File: config.mk
export PLATFORM = sky130hd
export DESIGN_NAME = bank_htu_plru_array
export DESIGN_NICKNAME = d
export VERILOG_FILES = /design/src/rtl/bank_htu_pkg.sv /design/src/rtl/bank_htu_plru_victim_sel.sv /design/src/rtl/bank_htu_plru_array.sv
export SDC_FILE = /design/constraint.sdc
export NUM_CORES = 1
export LEC_CHECK = 0
export ABC_AREA = 0
export ABC_CLOCK_PERIOD_IN_PS = 5370
export CORE_MARGIN = 10
export CORE_UTILIZATION = 40
export CTS_BUF_LIST = sky130_fd_sc_hd__clkbuf_2
export DETAILED_ROUTE_END_ITERATION = 8
export GPL_ROUTABILITY_DRIVEN = 0
export HOLD_SLACK_MARGIN = 0.02
export PLACE_DENSITY = 0.68
export SETUP_SLACK_MARGIN = 0.1
export SLEW_MARGIN = 20
export SYNTH_ARGS = -nofsm -noshare
export SYNTH_HDL_FRONTEND = slang
export SYNTH_SLANG_ARGS = --single-unit
export TNS_END_PERCENT = 30
File: constraint.sdc
create_clock -name clk_i -period 5.37 [get_ports clk_i]
set_clock_uncertainty 0.1 [all_clocks]
set_input_delay 1.074 -clock clk_i [delete_from_list [all_inputs] [get_ports clk_i]]
set_output_delay 1.074 -clock clk_i [all_outputs]
set_load 0.005 [all_outputs]
File: src/rtl/bank_htu_pkg.sv
// Shared types and tree-PLRU helpers for the HTU bank replacement logic.
// Helpers work on maximum-width trees; callers pass the real tree depth.
package bank_htu_pkg;

  localparam int MAX_WAYS = 32;
  localparam int MAX_LVL  = 5;

  typedef logic [MAX_WAYS-2:0] plru_tree_t;
  typedef logic [MAX_WAYS-1:0] way_mask_t;

  typedef enum logic [0:0] {
    IDLE  = 1'b0,
    CLEAR = 1'b1
  } htu_fsm_e;

  // Point every node on the accessed way's path away from it; lowest set bit wins.
  function automatic plru_tree_t plru_path_update(plru_tree_t state, way_mask_t way,
                                                  int unsigned lvl);
    plru_tree_t         nxt;
    logic [MAX_LVL-1:0] idx;
    logic               found;
    logic               dir;
    int                 node;
    nxt   = state;
    idx   = '0;
    found = 1'b0;
    dir   = 1'b0;
    node  = 0;
    for (int i = MAX_WAYS - 1; i >= 0; i--) begin
      if (way[i]) begin
        idx   = MAX_LVL'(i);
        found = 1'b1;
      end
    end
    if (found) begin
      for (int l = 0; l < MAX_LVL; l++) begin
        if (l < int'(lvl)) begin
          dir       = idx[int'(lvl) - 1 - l];
          nxt[node] = ~dir;
          node      = 2 * node + 1 + int'(dir);
        end
      end
    end
    return nxt;
  endfunction

  function automatic logic subtree_locked(way_mask_t lock, int lo, int n);
    logic all_locked;
    all_locked = 1'b1;
    for (int i = 0; i < MAX_WAYS; i++) begin
      if (i >= lo && i < lo + n && !lock[i]) all_locked = 1'b0;
    end
    return all_locked;
  endfunction

  // Follow the tree bits, steering into the sibling when a subtree is fully locked.
  function automatic way_mask_t plru_victim(plru_tree_t state, way_mask_t lock_mask,
                                            int unsigned lvl);
    int        node;
    int        base;
    int        span;
    int        half;
    logic      dir;
    way_mask_t v;
    node = 0;
    base = 0;
    span = 1 << int'(lvl);
    half = 0;
    dir  = 1'b0;
    for (int l = 0; l < MAX_LVL; l++) begin
      if (l < int'(lvl)) begin
        half = span / 2;
        dir  = state[node];
        if (!dir && subtree_locked(lock_mask, base, half)) dir = 1'b1;
        else if (dir && subtree_locked(lock_mask, base + half, half)) dir = 1'b0;
        if (dir) base = base + half;
        node = 2 * node + 1 + int'(dir);
        span = half;
      end
    end
    v       = '0;
    v[base] = 1'b1;
    return v;
  endfunction

endpackage

File: src/rtl/bank_htu_plru_victim_sel.sv
// Combinational victim choice: invalid-and-unlocked ways first, then the PLRU walk.
module bank_htu_plru_victim_sel
  import bank_htu_pkg::*;
#(
  parameter int WAYS = 8
) (
  input  logic [WAYS-2:0] tree,
  input  logic [WAYS-1:0] invalid,
  input  logic [WAYS-1:0] lock,
  output logic [WAYS-1:0] victim,
  output logic            none
);

  localparam int LVL = $clog2(WAYS);

  logic [WAYS-1:0] cand;
  plru_tree_t      tree_ext;
  way_mask_t       lock_ext;
  way_mask_t       walk;

  assign cand = invalid & ~lock;

  always_comb begin
    tree_ext             = '0;
    tree_ext[WAYS-2:0]   = tree;
    lock_ext             = '0;
    lock_ext[WAYS-1:0]   = lock;
    walk                 = plru_victim(tree_ext, lock_ext, LVL);
  end

  always_comb begin
    victim = '0;
    none   = 1'b0;
    if (|cand) begin
      // isolate the lowest set bit
      victim = cand & (~cand + WAYS'(1));
    end else if (&lock) begin
      none = 1'b1;
    end else begin
      victim = walk[WAYS-1:0];
    end
  end

endmodule

File: src/rtl/bank_htu_plru_array.sv
// Per-set tree-PLRU state with an access update port, a registered victim query
// port and a one-set-per-cycle clear sweep.
module bank_htu_plru_array
  import bank_htu_pkg::*;
#(
  parameter int WAYS = 8,
  parameter int SETS = 16
) (
  input  logic                    clk_i,
  input  logic                    rst_ni,
  input  logic                    upd_valid_i,
  input  logic [$clog2(SETS)-1:0] upd_set_i,
  input  logic [WAYS-1:0]         upd_way_i,
  input  logic                    vic_req_i,
  input  logic [$clog2(SETS)-1:0] vic_set_i,
  input  logic [WAYS-1:0]         vic_invalid_i,
  input  logic [WAYS-1:0]         vic_lock_i,
  output logic                    vic_valid_o,
  output logic [WAYS-1:0]         vic_way_o,
  output logic                    vic_none_o,
  input  logic                    clr_req_i,
  output logic                    busy_o
);

  localparam int SET_W = $clog2(SETS);
  localparam int LVL   = $clog2(WAYS);

  // Handshake: requests are single-cycle strobes sampled only in IDLE; no
  // back-pressure exists, busy_o marks the cycles in which strobes are dropped.

  htu_fsm_e         fsm_state;
  logic [SET_W-1:0] clr_cnt;
  logic [WAYS-2:0]  tree_q [SETS];

  logic            idle;
  plru_tree_t      upd_ext;
  way_mask_t       upd_way_ext;
  plru_tree_t      upd_next;
  logic [WAYS-1:0] sel_way;
  logic            sel_none;

  assign idle   = (fsm_state == IDLE);
  assign busy_o = (fsm_state == CLEAR);

  always_comb begin
    upd_ext                 = '0;
    upd_ext[WAYS-2:0]       = tree_q[upd_set_i];
    upd_way_ext             = '0;
    upd_way_ext[WAYS-1:0]   = upd_way_i;
    upd_next                = plru_path_update(upd_ext, upd_way_ext, LVL);
  end

  // Reads the pre-update state, so a same-cycle update is not seen by the query.
  bank_htu_plru_victim_sel #(.WAYS(WAYS)) u_victim_sel (
    .tree    (tree_q[vic_set_i]),
    .invalid (vic_invalid_i),
    .lock    (vic_lock_i),
    .victim  (sel_way),
    .none    (sel_none)
  );

  always_ff @(posedge clk_i or negedge rst_ni) begin
    if (!rst_ni) begin
      fsm_state <= IDLE;
      clr_cnt   <= '0;
    end else if (idle) begin
      if (clr_req_i) begin
        fsm_state <= CLEAR;
        clr_cnt   <= '0;
      end
    end else begin
      clr_cnt <= clr_cnt + SET_W'(1);
      if (clr_cnt == SET_W'(SETS - 1)) fsm_state <= IDLE;
    end
  end

  always_ff @(posedge clk_i or negedge rst_ni) begin
    if (!rst_ni) begin
      for (int s = 0; s < SETS; s++) tree_q[s] <= '0;
    end else if (idle) begin
      if (upd_valid_i) tree_q[upd_set_i] <= upd_next[WAYS-2:0];
    end else begin
      tree_q[clr_cnt] <= '0;
    end
  end

  always_ff @(posedge clk_i or negedge rst_ni) begin
    if (!rst_ni) begin
      vic_valid_o <= 1'b0;
      vic_way_o   <= '0;
      vic_none_o  <= 1'b0;
    end else begin
      vic_valid_o <= idle && vic_req_i;
      if (idle && vic_req_i) begin
        vic_way_o  <= sel_way;
        vic_none_o <= sel_none;
      end
    end
  end

endmodule
==> results.md, run 1 <==
* Outcome: complete, no violations
* CP max stage delay at around 0.56 ns
* Netlist cell types at 47
* Clk_lat worst skew at 0.77 ns
* Longest Clk Path Bufs at 2
* Max Cap Violations at 0
* Number of synthesis warnings at 0
* FMAX at between 200 and 250 MHz
* CTS Root Cell: clkbuf_2
* Setup repair bufs after CTS at 0
* # IOs at 48
* Core area at around 0.018 mm^2
* Layout Nets at 791
* Via count at 6083
* Slew headroom at 0.2820
* Hold crit path type: in2async
* Port buffer count at 47
* Seq cells post-synth at between 100 and 150
* CTS tree: yes
* Total CTS buffers at 17
* Delay-heaviest family, CP: multiplexers
* Ranking of synthesized cells by area: dfrtp_1 (44%), mux4_2 (19%), nand2_1 (7.1%)
* Remaining DRCs at 0
* Largest net degree at the start of global routing at 82
* Worst path most repeated cell: mux2i_1
* Cts repair resizes at 0
* Cell leakage power at 0.003491 uW
* TritonCTS Sinks at roughly 130
* Cell Area, Synth at 0.007216 mm^2
* Main flop type after synthesis: dfrtp_1
* Top-count cell post-synth: nand2_1
* CTS H-tree depth at 4
* Worst-Margin Slew at approximately 1.1 ns
* Design area at 0.008258 mm^2
* Final setup viols at 0
* Area Growth Syn to Fin at 14.44%
* Die area at 0.02381 mm^2
* Final hold violation count at 0
* RSZ-0062 raised after global routing: no
* Routed length per placed instance at 23.12 um
* Site row count at 49
* Synthesized instance count at approximately 690
* Startpoint Class: input pin
* Synth top area share at 0.4404
* Share of cells above drive strength 1 at 0.1691
* Hold WS at 0.2580 ns
* Worst-path fanout max at 10
* Pwr/cell area at roughly 330 mW/mm^2
* Diode count at 0
* Avg Cell Area, Syn at 10.50 um^2
* Reg-to-reg slack, setup at 1.17 ns
* 1st-iter DRT viols at ~680
* Chip width at between 150 and 200 um
* Final wirelength at roughly 23000 um
* Sequential share of the synthesized area at 0.4404
* Maximum vdd drop at 0.2964 mV
* Routed Antenna Nets at 0
* Hpwl dp at approximately 17000 um
* Min Clock Period, post-route at between 4 and 5 ns
* Crit-path cells: clkdlybuf4s50_1, buf_4, buf_4, mux4_2, mux2i_1, mux2i_1, mux2i_1, mux2i_1, inv_1, ha_1, and3b_1, o221ai_1, a21boi_0, nor4_1, o221ai_1, mux2_2, mux2i_1, o21ai_0
* Post-synth EDFFs at 0
* Vias in the first global route at 6096
* Slew Limit Fails at 0
* Post-CTS Hold Fix Bufs at 0
* Asr flop ratio synth at 1.000
* Crit. Startpoint: vic_set_i[1]
* FF-to-FF Start: tree_q[63]
* Period Utilization, post-route at 0.8792
* Post-synth top area cell: dfrtp_1
* WS Path Type: in2reg
* Crit. End Element: register
* Worst Path Arrival at 5.26 ns
* GRT Util Overall at 0.1943
* Initial antenna violation count at 0
* Drt via density at 6.169
* Initial Util at 0.4044
* Worst EP required at 5.91 ns
* Slowest library cell on the worst path: clkdlybuf4s50_1
* Worst-path clk slew at 0.18 ns
* Most frequent cells after synthesis: nand2_1 (137), dfrtp_1 (127), o21ai_0 (101)
* Die height at 154.3 um
* First-pass GRT wire length at 36180 um
* Syn_nets at 734
* Worst Path Buf+Inv at 4
* Number of detailed-route iterations in the first pass at 6
* Placed cell area at 0.008011 mm^2
* Total gr overflow at 0
## registers in the layout (all words and copies together) (netlist names)
register	count
tree_q	112
vic_way_o	8
clr_cnt	4
busy_o	1
vic_none_o	1
vic_valid_o	1
## logic make-up after synthesis
group / Yosys count / synth area share
simple gates: 234 / 0.1418
compound gates: 176 / 0.1422
flops: 127 / 0.4404
mux: 88 / 0.2280
buf+inv: 50 / 0.02774
fa+ha+maj: 10 / 0.01734
xor+xnor: 2 / 0.002428
## placed cells by master (no fill, tap or decap), types with 3 or more instances in the layout
cell type        instances
bufinv_16                3
a21oi_1                 24
buf_2                    3
clkdlybuf4s50_1         43
o22ai_1                  3
clkinv_1                 3
dfrtp_1                127
o221ai_1                 3
nor3_1                  11
nor2b_1                 12
o31ai_1                  3
nand2b_1                 7
o21ai_1                  4
a22oi_1                  5
a211oi_1                 3
o21ai_0                101
a32oi_1                  3
inv_1                   16
and2_1                   7
nand3_1                 10
ha_1                    10
a31oi_1                  4
mux4_2                  60
mux2_2                   7
mux2i_1                 20
clkinv_2                 3
nand2_1                137
clkbuf_2                20
or3_1                    3
nor2_1                  34
a22o_1                  16
buf_4                   23
## report_power, final
part           leakage, uW  switching [uW]  internal, uW
Sequential         0.00175             149          1090
Clock             0.000155             377           262
Combinational      0.00158             449           357
Total              0.00349             975          1710
## layout make-up
| class | count | area (um^2) |
|---|---|---|
| Inverter | 17 | 63.81 |
| Clock inverter | 12 | 142.6 |
| Timing Repair Buffer | 71 | 649.4 |
| Tap cell | 229 | 286.5 |
| Fill cell | 1666 | 9583 |
| Clock buffer | 20 | 100.1 |
| Multi-Input combinational cell | 510 | 3837 |
| Sequential cell | 127 | 3178 |
## per-stage QoR
step	TNS, ns	power, uW	std cells	utilization	worst slack (ns)
6_report	0	2686	986	0.4629	0.6488
3_3_place_gp	0	2029	954	0.4491	0.02379
3_5_place_dp	-0.2997	2048	954	0.4491	-0.06426
4_1_cts	0	2675	986	0.4627	0.6992
5_1_grt	0	2832	986	0.4629	0.3611
2_1_floorplan	0	1695	687	-	0.3352
## path summary, 6_finish.rpt
check	to	depth (start not counted)
setup / recovery	vic_way_o[7]	18
hold / removal	tree_q[84]	1
setup reg to reg	vic_way_o[7]	15
hold reg to reg	vic_none_o	2
max in group asynchronous	tree_q[6]	2
min in group clk_i	vic_none_o	2
## per-layer routing
layer | vias up | routed length, um | GRT usage
met5 | - | 0 | 0
li1 | 2642 | - | -
met3 | 77 | 2140 | 0.05186
met1 | 3027 | 9269 | 0.2553
met2 | 337 | 10250 | 0.2871
met4 | 0 | 1139 | 0.1035
Power figures use the tool's default switching activity.
==> inputs of run 2 (changes only) <==
--- a/config.mk
+++ b/config.mk
@@ -12,9 +12,11 @@
 export CTS_BUF_LIST = sky130_fd_sc_hd__clkbuf_2
 export DETAILED_ROUTE_END_ITERATION = 8
 export GPL_ROUTABILITY_DRIVEN = 0
+export GPL_TIMING_DRIVEN = 0
 export HOLD_SLACK_MARGIN = 0.02
 export PLACE_DENSITY = 0.68
 export SETUP_SLACK_MARGIN = 0.1
+export SKIP_LAST_GASP = 1
 export SLEW_MARGIN = 20
 export SYNTH_ARGS = -nofsm -noshare
 export SYNTH_HDL_FRONTEND = slang
==> run 2 against run 1 <==
  * Combinational power grew 2.6%
  * Sequential share of layout area about the same
  * Final area is essentially flat
  * First-iteration DRC count is 17% lower
  * Sequential power about the same
  * Final cell count grew 0.41%
  * Wire length is 1.7% higher
  * Via count rose by 0.54%
==> results.md, run 2 (same netlist as run 1, synthesis figures left out) <==
* Outcome: complete, no violations (unchanged)
* FMAX at 195.2 MHz (was 211.8 MHz)
* Total CTS buffers at 17 (unchanged)
* Combinational share of power at 0.301 (was 0.300)
* Number of fill cells at 1699 (was 1666)
* CTS Root Cell: clkbuf_2 (unchanged)
* Routed Antenna Nets at 0 (unchanged)
* Worst-path clk slew at 0.21 ns (was 0.18 ns)
* Final wirelength at 23190 um (was 22800 um)
* CTS tree: yes (unchanged)
* Layout Nets at 795 (was 791)
* P_int at 1747 uW (was 1711 uW)
* Drt via density at 6.178 (was 6.169)
* Largest net degree at the start of global routing at 80 (was 82)
* Pwr/cell area at 332.9 mW/mm^2 (was 325.3 mW/mm^2)
* Post-CTS Hold Fix Bufs at 0 (unchanged)
* Slew headroom at 0.2106 (was 0.2820)
* Setup repair bufs after CTS at 0 (unchanged)
* Sw frac at 0.3645 (was 0.3630)
* Largest Register: tree_q (unchanged)
* Total gr overflow at 0 (unchanged)
* GRT Util Overall at 0.1957 (was 0.1943)
* Via count at 6116 (was 6083)
* Max reg flops at 112 (unchanged)
* Crit-path cells: clkdlybuf4s50_1, clkbuf_4, mux4_2, mux2_2, or3_1, o211ai_2, mux2i_4, inv_1, ha_1, nor3b_1, o221ai_1, a21boi_0, nor4_2, o221ai_1, mux2_2, mux2_4, o21ai_1 (was clkdlybuf4s50_1, buf_4, buf_4, mux4_2, mux2i_1, mux2i_1, mux2i_1, mux2i_1, inv_1, ha_1, and3b_1, o221ai_1, a21boi_0, nor4_1, o221ai_1, mux2_2, mux2i_1, o21ai_0)
* Worst Path Buf+Inv at 3 (was 4)
* Longest Clk Path Bufs at 2 (unchanged)
* Hold crit path type: in2async (unchanged)
* Max Cap Violations at 0 (unchanged)
* Levels on crit path at 17 (was 18)
* 1st-iter DRT viols at 566 (was 679)
* Maximum vdd drop at 0.2532 mV (was 0.2964 mV)
* # IOs at 48 (unchanged)
* Final worst-path setup slack at 0.2473 ns (was 0.6488 ns)
* Commonest non-fill, non-tap cell in the layout: nand2_1 (unchanged)
* Core area at 0.01784 mm^2 (unchanged)
* Crit. End Element: register (unchanged)
* First-pass GRT wire length at 36460 um (was 36180 um)
* RSZ-0062 raised after global routing: no (unchanged)
* Min Clock Period, post-route at 5.123 ns (was 4.721 ns)
* Worst Path Arrival at 5.70 ns (was 5.26 ns)
* Final Non-Filler Cells at 990 (was 986)
* Most frequent cells in the layout: nand2_1 (137), dfrtp_1 (127), o21ai_0 (101) (unchanged)
* Top Registers: tree_q x112, vic_way_o x8, clr_cnt x4 (unchanged)
* Initial Util at 0.4044 (unchanged)
* Clk_lat worst skew at 0.77 ns (about the same)
* Number of detailed-route iterations in the first pass at 5 (was 6)
* Final hold violation count at 0 (unchanged)
* Worst EP required at 5.95 ns (was 5.91 ns)
* Die height at 154.3 um (unchanged)
* Slew Limit Fails at 0 (unchanged)
* TritonCTS Sinks at 127 (unchanged)
* Worst-path fanout max at 10 (unchanged)
* Cell leakage power at 0.003437 uW (was 0.003491 uW)
* Placement-stage worst setup slack at -0.8160 ns (was -0.06426 ns)
* Routed length per placed instance at 23.42 um (was 23.12 um)
* Net Switching at 1002 uW (was 975.2 uW)
* Startpoint Class: input pin (unchanged)
* Area Growth Syn to Fin at 14.46% (was 14.44%)
* Site row count at 49 (unchanged)
* Clock network power share at 0.258 (was 0.238)
* Worst-Margin Slew at 1.184 ns (was 1.077 ns)
* Placed Cells incl. Taps at 958 (was 954)
* Initial antenna violation count at 0 (unchanged)
* Hpwl dp at 16740 um (was 16600 um)
* Final setup viols at 0 (unchanged)
* Diode count at 0 (unchanged)
* Vias in the first global route at 6338 (was 6096)
* CP max stage delay at 0.53 ns (was 0.56 ns)
* Remaining DRCs at 0 (unchanged)
* Delay-heaviest family, CP: multiplexers (unchanged)
* WS Path Type: in2reg (unchanged)
* Period Utilization, post-route at 0.9539 (was 0.8792)
* Fin util at 0.4629 (about the same)
* R2r worst-path depth at 15 (unchanged)
* Sequential fraction of design power at 0.441 (was 0.462)
* Port buffer count at 41 (was 47)
* Die area at 0.02381 mm^2 (unchanged)
* Share of cells above drive strength 1 at 0.1551 (was 0.1691)
* Hold WS at 0.07900 ns (was 0.2580 ns)
* Chip width at 154.3 um (unchanged)
* CTS H-tree depth at 4 (unchanged)
* Slowest library cell on the worst path: clkdlybuf4s50_1 (unchanged)
run 2: power by group through the flow:
stage | Clock, uW | Sequential [uW] | Combinational, uW
floorplan | 0 | 1190 | 506
finish | 710 | 1210 | 827
detailed placement | 0 | 1230 | 801
CTS | 717 | 1210 | 808
global placement | 0 | 1220 | 784
global route | 761 | 1230 | 905
run 2: timing repair:
action | CTS | global route
cloned | 0 | 0
hold endpoints to repair | 0 | 0
setup endpoints to repair | 8 | 8
gates resized for setup | 2 | 4
run 2: cell type report:
type                            instances  area [um^2]  area share
Sequential cell                       127         3178      0.3848
Clock inverter                         14        190.2     0.02303
Tap cell                              229        286.5     0.03469
Timing Repair Buffer                   42        442.9     0.05363
Buffer                                 33        141.4     0.01712
Multi-Input combinational cell        510         3866      0.4681
Inverter                               17        63.81    0.007726
Clock buffer                           18        90.09     0.01091
run 2: layer usage:
metal	GRT usage	part of all wire	routed length [um]	vias to the layer above
li1	-	-	-	2651
met1	0.2451	0.39	9119	3052
met2	0.3050	0.46	10710	343
met3	0.06711	0.11	2575	70
met4	0.07602	0.034	784	0
met5	0	0	0	-
run 2: path summary, 6_finish.rpt:
kind	startpoint	end	slack (ns)
max reg2reg	tree_q[63]	vic_way_o[2]	0.80
max in group asynchronous	rst_ni	vic_way_o[0]	4.36
min reg2reg	vic_none_o	vic_none_o	0.40
max	vic_set_i[2]	vic_way_o[2]	0.25
min	rst_ni	tree_q[108]	0.08
min in group clk_i	vic_none_o	vic_none_o	0.40
run 2: worst register-to-register path, delay by kind of cell (launching register included):
kind	cells	cell delay, ns
muxes	5	1.82
and+or+nand+nor	3	0.83
AOI/OAI and AO/OA	5	0.81
DFF	1	0.44
adders and majority gates	1	0.38
buffers and inverters	1	0.13
run 2: stage by stage:
stage	instance area, um^2	setup TNS, ns	total power (uW)
after detailed placement	7945	-6.323	2031
after CTS	8238	0	2734
after global routing	8259	0	2898
after floorplan	7216	0	1695
after global placement	7913	-253.90	2007
final	8259	0	2750
